[src/rtl/csr_unit_if.sv]
// Writeback-to-CSR bus: CSR read/write port plus exception/ERTN commit info.
interface csr_unit_if;
  logic        csr_re;
  logic [13:0] csr_num;
  logic [31:0] csr_rvalue;
  logic        csr_we;
  logic [31:0] csr_wmask;
  logic [31:0] csr_wvalue;
  logic        wb_ex;
  logic        ertn_flush;
  logic [31:0] wb_pc;
  logic [5:0]  wb_ecode;
  logic [8:0]  wb_esubcode;
  logic [31:0] wb_vaddr;

  modport master (
    output csr_re, csr_num, csr_we, csr_wmask, csr_wvalue,
    output wb_ex, ertn_flush, wb_pc, wb_ecode, wb_esubcode, wb_vaddr,
    input  csr_rvalue
  );
  modport slave (
    input  csr_re, csr_num, csr_we, csr_wmask, csr_wvalue,
    input  wb_ex, ertn_flush, wb_pc, wb_ecode, wb_esubcode, wb_vaddr,
    output csr_rvalue
  );
endinterface

[src/rtl/csr_unit.sv]
// Per-core CSR file: CSR read/write, exception/ERTN state capture,
// interrupt sampling and the constant timer.
// Optional timer (TCFG/TVAL/TICLR, TI) is built only when CSR_TIMER_EN is defined.
module csr_unit #(
  parameter logic [31:0] COREID = 32'd0
) (
  input  logic              clk,
  input  logic              resetn,
  csr_unit_if.slave         bus,
  input  logic [7:0]        hw_int_in,
  input  logic              ipi_int_in,
  output logic              has_int,
  output logic [31:0]       ex_entry,
  output logic [31:0]       ertn_entry
);
  localparam logic [13:0] A_CRMD = 14'h0, A_PRMD = 14'h1, A_ECFG = 14'h4, A_ESTAT = 14'h5;
  localparam logic [13:0] A_ERA = 14'h6, A_BADV = 14'h7, A_EENTRY = 14'hC, A_SAVE0 = 14'h30;
  localparam logic [13:0] A_TID = 14'h40, A_TCFG = 14'h41, A_TVAL = 14'h42, A_TICLR = 14'h44;
  localparam logic [12:0] LIE_WR = 13'h1BFF;  // LIE bit 10 is hardwired 0

  logic        we;
  logic [13:0] num;
  logic [31:0] wm, wv;
  assign we  = bus.csr_we;
  assign num = bus.csr_num;
  assign wm  = bus.csr_wmask;
  assign wv  = bus.csr_wvalue;

  logic [3:0]       crmd_q, crmd_d;
  logic [2:0]       prmd_q, prmd_d;
  logic [12:0]      lie_q, lie_d;
  logic [1:0]       is_sw_q, is_sw_d;
  logic [7:0]       is_hw_q, is_hw_d;
  logic             is_ipi_q, is_ipi_d;
  logic [5:0]       ecode_q, ecode_d;
  logic [8:0]       esub_q, esub_d;
  logic [31:0]      era_q, era_d, badv_q, badv_d, tid_q, tid_d;
  logic [25:0]      eentry_q, eentry_d;
  logic [3:0][31:0] save_q, save_d;
  logic             ti;
  logic             badv_pc, badv_va;

  assign badv_pc = (bus.wb_ecode == 6'h8) && (bus.wb_esubcode == 9'h0);
  assign badv_va = (bus.wb_ecode == 6'h9) || ((bus.wb_ecode == 6'h8) && (bus.wb_esubcode == 9'h1));

  // Next state: software write first, commit effects override the fields they own.
  always_comb begin
    crmd_d   = crmd_q;
    prmd_d   = prmd_q;
    lie_d    = lie_q;
    is_sw_d  = is_sw_q;
    is_hw_d  = hw_int_in;
    is_ipi_d = ipi_int_in;
    ecode_d  = ecode_q;
    esub_d   = esub_q;
    era_d    = era_q;
    badv_d   = badv_q;
    eentry_d = eentry_q;
    save_d   = save_q;
    tid_d    = tid_q;
    if (we && num == A_CRMD)   crmd_d   = (crmd_q & ~wm[3:0]) | (wv[3:0] & wm[3:0]);
    if (we && num == A_PRMD)   prmd_d   = (prmd_q & ~wm[2:0]) | (wv[2:0] & wm[2:0]);
    if (we && num == A_ECFG)   lie_d    = (lie_q & ~(wm[12:0] & LIE_WR)) | (wv[12:0] & wm[12:0] & LIE_WR);
    if (we && num == A_ESTAT)  is_sw_d  = (is_sw_q & ~wm[1:0]) | (wv[1:0] & wm[1:0]);
    if (we && num == A_ERA)    era_d    = (era_q & ~wm) | (wv & wm);
    if (we && num == A_BADV)   badv_d   = (badv_q & ~wm) | (wv & wm);
    if (we && num == A_EENTRY) eentry_d = (eentry_q & ~wm[31:6]) | (wv[31:6] & wm[31:6]);
    if (we && num == A_TID)    tid_d    = (tid_q & ~wm) | (wv & wm);
    for (int i = 0; i < 4; i++)
      if (we && num == A_SAVE0 + 14'(i)) save_d[i] = (save_q[i] & ~wm) | (wv & wm);
    if (bus.wb_ex) begin
      prmd_d      = crmd_q[2:0];
      crmd_d[2:0] = 3'b000;
      era_d       = bus.wb_pc;
      ecode_d     = bus.wb_ecode;
      esub_d      = bus.wb_esubcode;
      if (badv_pc) badv_d = bus.wb_pc;
      if (badv_va) badv_d = bus.wb_vaddr;
    end else if (bus.ertn_flush) begin
      crmd_d[2:0] = prmd_q;
    end
  end

  // State register with synchronous active-low reset.
  always_ff @(posedge clk) begin
    if (!resetn) begin
      crmd_q   <= 4'h8;
      prmd_q   <= '0;
      lie_q    <= '0;
      is_sw_q  <= '0;
      is_hw_q  <= '0;
      is_ipi_q <= 1'b0;
      ecode_q  <= '0;
      esub_q   <= '0;
      era_q    <= '0;
      badv_q   <= '0;
      eentry_q <= '0;
      save_q   <= '0;
      tid_q    <= COREID;
    end else begin
      crmd_q   <= crmd_d;
      prmd_q   <= prmd_d;
      lie_q    <= lie_d;
      is_sw_q  <= is_sw_d;
      is_hw_q  <= is_hw_d;
      is_ipi_q <= is_ipi_d;
      ecode_q  <= ecode_d;
      esub_q   <= esub_d;
      era_q    <= era_d;
      badv_q   <= badv_d;
      eentry_q <= eentry_d;
      save_q   <= save_d;
      tid_q    <= tid_d;
    end
  end

`ifdef CSR_TIMER_EN
  logic [31:0] tcfg_q, tcfg_d, tval_q, tval_d;
  logic        ti_q, ti_d;

  // Timer: countdown/reload, TCFG write reloads TVAL, TI set beats TICLR clear.
  always_comb begin
    tcfg_d = tcfg_q;
    tval_d = tval_q;
    ti_d   = ti_q;
    if (tcfg_q[0] && tval_q != 32'hFFFF_FFFF) begin
      if (tval_q == 32'h0) tval_d = tcfg_q[1] ? {tcfg_q[31:2], 2'b00} : 32'hFFFF_FFFF;
      else                 tval_d = tval_q - 32'h1;
    end
    if (we && num == A_TCFG) begin
      tcfg_d = (tcfg_q & ~wm) | (wv & wm);
      tval_d = {tcfg_d[31:2], 2'b00};
    end
    if (we && num == A_TICLR && wm[0] && wv[0]) ti_d = 1'b0;
    if (tcfg_q[0] && tval_q == 32'h0) ti_d = 1'b1;
  end

  // Timer registers.
  always_ff @(posedge clk) begin
    if (!resetn) begin
      tcfg_q <= '0;
      tval_q <= '0;
      ti_q   <= 1'b0;
    end else begin
      tcfg_q <= tcfg_d;
      tval_q <= tval_d;
      ti_q   <= ti_d;
    end
  end
  assign ti = ti_q;
`else
  assign ti = 1'b0;
`endif

  logic [12:0] is_all;
  logic [31:0] rdata;
  assign is_all = {is_ipi_q, ti, 1'b0, is_hw_q, is_sw_q};

  // Zero-latency read mux; unimplemented indices and TICLR read 0.
  always_comb begin
    rdata = '0;
    if (bus.csr_re) begin
      case (num)
        A_CRMD:   rdata = {28'h0, crmd_q};
        A_PRMD:   rdata = {29'h0, prmd_q};
        A_ECFG:   rdata = {19'h0, lie_q};
        A_ESTAT:  rdata = {1'b0, esub_q, ecode_q, 3'b000, is_all};
        A_ERA:    rdata = era_q;
        A_BADV:   rdata = badv_q;
        A_EENTRY: rdata = {eentry_q, 6'h0};
        14'h30, 14'h31, 14'h32, 14'h33: rdata = save_q[num[1:0]];
        A_TID:    rdata = tid_q;
`ifdef CSR_TIMER_EN
        A_TCFG:   rdata = tcfg_q;
        A_TVAL:   rdata = tval_q;
`endif
        default:  rdata = '0;
      endcase
    end
  end

  assign bus.csr_rvalue = rdata;
  assign has_int        = (|(is_all & lie_q)) & crmd_q[2];
  assign ex_entry       = {eentry_q, 6'h0};
  assign ertn_entry     = era_q;
endmodule

[src/flat_wrapper.sv]
// flat-port wrapper written by rule: the top's interface ports become plain ports
module csr_unit_flat 
#(
  parameter logic [31:0] COREID = 32'd0
)
  (clk, resetn, hw_int_in, ipi_int_in, has_int, ex_entry, ertn_entry, bus_csr_re, bus_csr_num, bus_csr_we, bus_csr_wmask, bus_csr_wvalue, bus_wb_ex, bus_ertn_flush, bus_wb_pc, bus_wb_ecode, bus_wb_esubcode, bus_wb_vaddr, bus_csr_rvalue);
  csr_unit_if bus_i ();
  input  logic clk;
  input  logic resetn;
  input  logic [7:0] hw_int_in;
  input  logic ipi_int_in;
  output logic has_int;
  output logic [31:0] ex_entry;
  output logic [31:0] ertn_entry;
  input wire logic [$bits(bus_i.csr_re)-1:0] bus_csr_re;
  input wire logic [$bits(bus_i.csr_num)-1:0] bus_csr_num;
  input wire logic [$bits(bus_i.csr_we)-1:0] bus_csr_we;
  input wire logic [$bits(bus_i.csr_wmask)-1:0] bus_csr_wmask;
  input wire logic [$bits(bus_i.csr_wvalue)-1:0] bus_csr_wvalue;
  input wire logic [$bits(bus_i.wb_ex)-1:0] bus_wb_ex;
  input wire logic [$bits(bus_i.ertn_flush)-1:0] bus_ertn_flush;
  input wire logic [$bits(bus_i.wb_pc)-1:0] bus_wb_pc;
  input wire logic [$bits(bus_i.wb_ecode)-1:0] bus_wb_ecode;
  input wire logic [$bits(bus_i.wb_esubcode)-1:0] bus_wb_esubcode;
  input wire logic [$bits(bus_i.wb_vaddr)-1:0] bus_wb_vaddr;
  output wire logic [$bits(bus_i.csr_rvalue)-1:0] bus_csr_rvalue;
  assign bus_i.csr_re = bus_csr_re;
  assign bus_i.csr_num = bus_csr_num;
  assign bus_i.csr_we = bus_csr_we;
  assign bus_i.csr_wmask = bus_csr_wmask;
  assign bus_i.csr_wvalue = bus_csr_wvalue;
  assign bus_i.wb_ex = bus_wb_ex;
  assign bus_i.ertn_flush = bus_ertn_flush;
  assign bus_i.wb_pc = bus_wb_pc;
  assign bus_i.wb_ecode = bus_wb_ecode;
  assign bus_i.wb_esubcode = bus_wb_esubcode;
  assign bus_i.wb_vaddr = bus_wb_vaddr;
  assign bus_csr_rvalue = bus_i.csr_rvalue;
  csr_unit #(.COREID(COREID)) u_core (.clk(clk), .resetn(resetn), .bus(bus_i), .hw_int_in(hw_int_in), .ipi_int_in(ipi_int_in), .has_int(has_int), .ex_entry(ex_entry), .ertn_entry(ertn_entry));
endmodule
[config.mk]
export PLATFORM = sky130hd
export DESIGN_NAME = csr_unit_flat
export DESIGN_NICKNAME = d
export VERILOG_FILES = /design/src/rtl/csr_unit_if.sv /design/src/rtl/csr_unit.sv /design/src/flat_wrapper.sv
export SDC_FILE = /design/constraint.sdc
export NUM_CORES = 1
export LEC_CHECK = 0
export CAP_MARGIN = 15
export CORE_ASPECT_RATIO = 0.7
export CORE_MARGIN = 2
export CORE_UTILIZATION = 55
export DETAILED_ROUTE_END_ITERATION = 10
export GPL_ROUTABILITY_DRIVEN = 0
export MAX_ROUTING_LAYER = met4
export PLACE_DENSITY = 0.93
export RECOVER_POWER = 25
export SYNTH_ARGS = -nofsm -noshare
export SYNTH_HDL_FRONTEND = slang
export SYNTH_SLANG_ARGS = --single-unit
[constraint.sdc]
create_clock -name clk -period 7.7 [get_ports clk]
set_clock_uncertainty 0.2 [all_clocks]
set_input_delay 2.31 -clock clk [delete_from_list [all_inputs] [get_ports clk]]
set_output_delay 2.31 -clock clk [all_outputs]
set_load 0.03 [all_outputs]
==> results of run 1 <==
-- worst register-to-register path, stage by stage (launching register included) --
cell and delay [ns]:
dfxtp_1 0.38, a21boi_0 0.15, a311oi_1 0.26, nor3_1 0.08
-- cells by family (layout without fill, tap and decap cells) --
logic type             count (synthesis)  after routing  share of synthesized area (%)
buffers and inverters                194            349                           5.69
other                                  1              6                         0.0250
DFF                                  295            295                           39.4
AOI/OAI and AO/OA                    468            468                           20.0
muxes                                197            197                           16.0
and+or+nand+nor                      575            575                           18.9
-- cells in the final DEF (no fill, tap or decap), drive strengths merged, types with 2 or more instances in the layout --
cell | netlist | final
conb | 1 | 6
and3 | 2 | 2
a311oi | 6 | 6
dlygate4sd3 | 0 | 58
a22o | 11 | 11
or4b | 3 | 3
and2 | 13 | 13
mux2i | 163 | 163
dfxtp | 295 | 295
a21oi | 32 | 32
clkdlybuf4s50 | 0 | 168
nand3 | 24 | 24
o21ai | 190 | 190
bufinv | 0 | 2
mux4 | 34 | 34
nor2b | 34 | 34
nor4bb | 2 | 2
a22oi | 67 | 67
clkinv | 0 | 6
a31oi | 55 | 55
nand4 | 113 | 113
nand4b | 2 | 2
nand2 | 332 | 332
nor3 | 12 | 12
a21boi | 74 | 74
a222oi | 27 | 27
nor4 | 13 | 13
inv | 5 | 6
buf | 64 | 64
nor2 | 15 | 15
or4 | 4 | 4
a211oi | 3 | 3
clkbuf | 125 | 44
-- synthesized netlist by cell type, types with 2 or more instances --
library cell    n  share of area [%]
o21ai_1         8               0.27
nor2b_1        34                1.4
buf_6           4               0.30
nand2_1       332                8.3
and2_1         11               0.46
or4b_2          3               0.20
a311oi_1        6               0.35
a21boi_1       11               0.55
nand3_1        24               0.80
nor2_1         14               0.35
nand4b_1        2               0.12
a22o_1         10               0.58
dfxtp_1       295                 39
nor4_2          2               0.17
buf_1           2              0.050
nor3_2          2               0.13
buf_2          49                1.6
and2_0          2              0.083
a31oi_1        54                2.3
a21boi_0       63                3.2
a211oi_1        3               0.15
o21ai_0       182                6.1
buf_4           9               0.45
nor4bb_1        2               0.13
nor3_1          9               0.30
nand4_1       113                4.7
a21oi_1        32                1.1
and3_1          2              0.083
nor4_4          5               0.71
a22oi_1        67                3.4
mux2i_1       163                 11
mux4_2         34                5.1
inv_1           5               0.13
clkbuf_1      125                3.1
or4_1           3               0.15
nor4_1          6               0.25
a222oi_1       27                1.8
-- final cells by class --
class | count | share of cell area [%]
multi-input cells | 1246 | 44.8
flip-flops and latches | 295 | 31.8
repair buffers | 292 | 15.8
clock buffers | 42 | 4.38
well taps | 364 | 2.45
clock inverters | 10 | 0.633
inverters | 5 | 0.101
-- per-layer routing --
metal | global-route usage, % | routed length [um] | vias up
met1 | 46.3 | 20200 | 7290
li1 | - | - | 6647
met2 | 57.9 | 24300 | 1346
met5 | - | 0 | -
met4 | 16.8 | 2190 | 0
met3 | 8.49 | 7360 | 251
-- through the flow --
stage / hold slack, ns / area (um^2) / worst slack (ns)
6_report: 0.263 / 18600 / 0.219
5_1_grt: 0.273 / 18600 / 0.105
4_1_cts: 0.261 / 18600 / 0.295
3_5_place_dp: 0.251 / 17700 / 0.327
3_3_place_gp: 0.242 / 17700 / 0.369
2_1_floorplan: 0.235 / 15000 / 0.842
-- worst min-delay path by stage --
stage	startpoint	end	slack [ns]	cells past startpoint
2_1_floorplan	register	register	0.24	2
3_3_place_gp	register	register	0.24	2
3_5_place_dp	register	register	0.25	2
4_1_cts	register	register	0.26	2
5_1_grt	register	register	0.27	2
6_report	register	register	0.26	2
-- power breakdown --
group / internal [mW] / total [mW] / leakage, nW / switching (mW)
clock: 0.802 / 1.42 / 0.456 / 0.613
sequential: 1.55 / 1.57 / 2.39 / 0.0193
combinational: 0.139 / 0.343 / 4.18 / 0.204
total: 2.49 / 3.33 / 7.03 / 0.837
==> results.yml, run 1 <==
routing:
  wl_per_cell_um: 24.0
  viasPerCell: 6.89
  routed_wl_mm: 54.0
  drt_iter0_markers: 2495
  first_pass_iters: 9
  antenna_left: 0
  drc_errors: 0
  num_vias: 15500
floorplan:
  die_area_um2: 28600
  die_h_um: 142
  pin_count: 269
  rows: 50
  die_w_um: 201
  start_util_pct: 56.0
  core_um2: 26800
job:
  max_cap_violations: 2
synth:
  ys.flop_type: "dfxtp_1"
  synth_edf_count: 0
  async_flop_share_pct: 0
  yosysUniqueCellTypes: 52
  synth-seq-cells: 295
  yosysSeqAreaShare_pct: 39.4
  ys.warnings.count: 0
  syn_inst: 1730
  synth.cell_area_um2: 15000
  syn_avg_cell_area_um2: 8.67
finish:
  layoutNonFillerInstCount: 2254
  fin_util_pct: 69.4
  antennaDiodeCount: 0
  regArea_um2: 5910
  area.growth.synth_to_final_pct: 23.9
  multi_input_area_um2: 8340
  fill_cells: 1977
  fin_nets: 2041
  drive_above_1_share_pct: 9.05
clock_tree:
  cts_setup_buffers: 0
  cts_resized: 0
  clockRootBuffer: "clkbuf_16"
  numCtsBuffers: 29
  cts_tree: "done"
  ctsLongestPathBuffers: 3
  htreeDepth: 1
  ctsHoldBuffers: 0
  clk_pin_slew_worst_paths_ns: 0.06
  clock_latency_ns: 0.54
  cts.sinks: 295
timing:
  hold_viol_final: 0
  rsz0062_at_grt: "no"
  fmaxAchievable_mhz: 134
  period_needed_ns: 7.48
  worstMarginPinSlew_ns: 2.92
  slew_violations: 276
  max-slew-margin-rel_pct: -94.4
  setup_tns_ns: 0
  fin_crit_sh_pct: 97.2
  setup_violations: 0
global_routing:
  grt_antenna_before_repair: 0
  track_usage_pct: 37.1
  grt_pass1_wl_mm: 82.5
  grt_max_degree: 160
  grt_pass1_vias: 15200
  grt.overflow.total: 0
setup_path:
  cp_top_family: "simple AND/OR/NAND/NOR gates"
  r2r_setup_slack_ns: 6.50
  crit_path_end_kind: "output pin"
  critPathCapture: "bus_csr_rvalue[8]"
  crit_start: "bus_csr_num[5]"
  critPathKind: "primary input to output pin"
  cp_cell_sequence: "clkdlybuf4s50_1 -> nor4_1 -> a32oi_1 -> nor3_1 -> o311ai_4 -> buf_4 -> a31oi_1 -> buf_12"
  r2r.worst_path.cells: 3
  path_buf_inv: 3
  slowest_stage: "nor4_1"
  cp_slowest_stage_delay_ns: 0.70
  start_kind: "primary input"
  cp_max_fo: 32
  path_depth: 8
  arrival_ns: 4.97
  crit_required_ns: 5.19
power:
  p_leak_nw: 7.03
  peakVddDrop_mv: 0.169
  power_mw: 3.33
  p_per_area_nw_per_um2: 179
run_status:
  violations: "capacitance limit, slew limit"
  status: "finished, violations left"
place:
  port_buffers: 262
  dpl.hpwl_mm: 34.3
  placed_cells: 2202
hold_path:
  hold_path_class: "register to register"
(Power assumes the default switching activity.)
==> inputs of run 2 (changes only) <==
--- a/config.mk
+++ b/config.mk
@@ -14,6 +14,7 @@
 export MAX_ROUTING_LAYER = met4
 export PLACE_DENSITY = 0.93
 export RECOVER_POWER = 25
+export SLEW_MARGIN = 20
 export SYNTH_ARGS = -nofsm -noshare
 export SYNTH_HDL_FRONTEND = slang
 export SYNTH_SLANG_ARGS = --single-unit
==> constraint.sdc (replaced) <==
create_clock -name clk -period 8.8 [get_ports clk]
set_clock_uncertainty 0.2 [all_clocks]
set_input_delay 2.64 -clock clk [delete_from_list [all_inputs] [get_ports clk]]
set_output_delay 2.64 -clock clk [all_outputs]
set_load 0.03 [all_outputs]
==> run 2 against run 1 <==
  * Design area rose by 0.26%
  * Via count is 1.6% higher
  * Highest routed layer unchanged
  * Largest power group unchanged
  * Register-to-register slack better by 1.1 ns
  * Largest cell class unchanged
  * Sequential share of layout area shrank 0.083 points
  * The run still ends with capacitance limit, slew limit left
  * Clock power fell by 13%
  * Sequential power shrank 13%
  * Non-clock buffer count up 6
  * First-iteration DRC count fell by 1.5%
  * Critical endpoint is now bus_csr_rvalue[15]
==> results.yml, run 2 (same netlist as run 1, synthesis figures left out) <==
timing:
  timing.hold.ws_ns: 0.261
  slew_violations: 190
  setup_violations: 0
  worstMarginPinSlew_ns: 3.86
  period_needed_ns: 8.65
  fmaxAchievable_mhz: 116
  hold_viol_final: 0
  max-slew-margin-rel_pct: -157
  rsz0062_at_grt: "no"
  fin_crit_sh_pct: 98.3
  setup_tns_ns: 0
setup_path:
  slowest_stage: "clkdlybuf4s50_1"
  crit_required_ns: 5.96
  cp_max_fo: 15
  arrival_ns: 5.81
  path_buf_inv: 3
  path_depth: 8
  cp_slowest_stage_delay_ns: 0.74
  critPathKind: "primary input to output pin"
  start_kind: "primary input"
  crit_path_end_kind: "output pin"
  r2r.worst_path.cells: 3
  cp_top_family: "buffers and inverters"
  crit_start: "bus_csr_num[2]"
  cp_cell_sequence: "clkdlybuf4s50_1 -> nor4_1 -> nand2_1 -> nor3_2 -> buf_12 -> nand2_1 -> a31oi_1 -> clkdlybuf4s50_1"
power:
  peakVddDrop_mv: 0.140
  p_leak_nw: 7.06
  p_per_area_nw_per_um2: 156
floorplan:
  core_um2: 26800
  die_h_um: 142
  rows: 50
  pin_count: 269
  start_util_pct: 56.0
  die_area_um2: 28600
  die_w_um: 201
finish:
  area.growth.synth_to_final_pct: 24.3
  final_cell_mix: "332 x nand2_1, 295 x dfxtp_1, 183 x o21ai_0"
  final_common_cell: "nand2_1"
  fin_nets: 2047
  drive_above_1_share_pct: 8.91
place:
  dpl.hpwl_mm: 35.2
  port_buffers: 262
clock_tree:
  cts_setup_buffers: 0
  cts_resized: 0
  cts_tree: "done"
  htreeDepth: 1
  cts.sinks: 295
  clockRootBuffer: "clkbuf_16"
  numCtsBuffers: 29
  clock_latency_ns: 0.54
  ctsHoldBuffers: 0
  clk_pin_slew_worst_paths_ns: 0.06
  ctsLongestPathBuffers: 3
routing:
  viasPerCell: 6.98
  num_vias: 15800
  first_pass_iters: 6
  routed_wl_mm: 54.8
  antenna_left: 0
  wl_per_cell_um: 24.2
  drc_errors: 0
  drt_iter0_markers: 2458
run_status:
  status: "finished, violations left"
  violations: "capacitance limit, slew limit"
global_routing:
  grt_antenna_before_repair: 2
  grt_pass1_wl_mm: 83.1
  grt.overflow.total: 0
  grt_max_degree: 120
  track_usage_pct: 37.6
  grt_pass1_vias: 15100
hold_path:
  hold_path_depth: 2
  hold_path_class: "register to register"
job:
  max_cap_violations: 4
## run 2: changes by cell type in the layout (fill, tap and decap cells not counted), moves of 3 or more
cell	delta
clkdlybuf4s50_1	+8
clkbuf_8	+7
buf_4	-6
a21boi_0	-4
a21boi_1	+4
buf_12	-3
clkinv_2	+3
## run 2: cell type report
cell class | instances | area [um^2]
sequential | 295 | 5910
antenna | 2 | 5.00
inverter | 5 | 18.8
multi-input combinational | 1246 | 8340
fill | 1895 | 8140
timing repair buffer | 298 | 2980
clock inverter | 10 | 60.1
tap | 364 | 455
clock buffer | 42 | 875
## run 2: metrics by stage
step | power, mW | cells | area (um^2) | utilization (%) | setup WS (ns)
floorplan | 1.54 | 1735 | 15000 | - | 1.28
global placement | 1.68 | 2205 | 17700 | 65.9 | 0.332
detailed placement | 1.69 | 2205 | 17700 | 65.9 | 0.253
CTS | 2.89 | 2257 | 18600 | 69.4 | 0.229
global route | 2.97 | 2262 | 18600 | 69.6 | 0.0516
finish | 2.90 | 2262 | 18600 | 69.6 | 0.150
## run 2: worst min-delay path: stages, from the launching register on
cell	delay (ns)
dfxtp_1	0.31
nand2_1	0.05
mux2i_1	0.05
## run 2: routing by layer
layer / vias to the layer above / global-route usage [%] / part of all wire (%)
li1: 6658 / - / -
met1: 7398 / 47.1 / 37
met2: 1449 / 56.6 / 44
met3: 279 / 9.25 / 14
met4: 0 / 19.7 / 5.4
met5: - / - / 0
## run 2: path summary, 6_finish.rpt
| path | endpoint | slack (ns) |
|---|---|---|
| setup / recovery | bus_csr_rvalue[15] | 0.15 |
| hold / removal | register | 0.26 |
| setup reg to reg | register | 7.60 |
| hold reg to reg | register | 0.26 |
## run 2: report_power, final
part           total, mW  internal, mW  switching [mW]
combinational      0.303         0.123           0.180
clock               1.23         0.689           0.541
sequential          1.37          1.35          0.0164
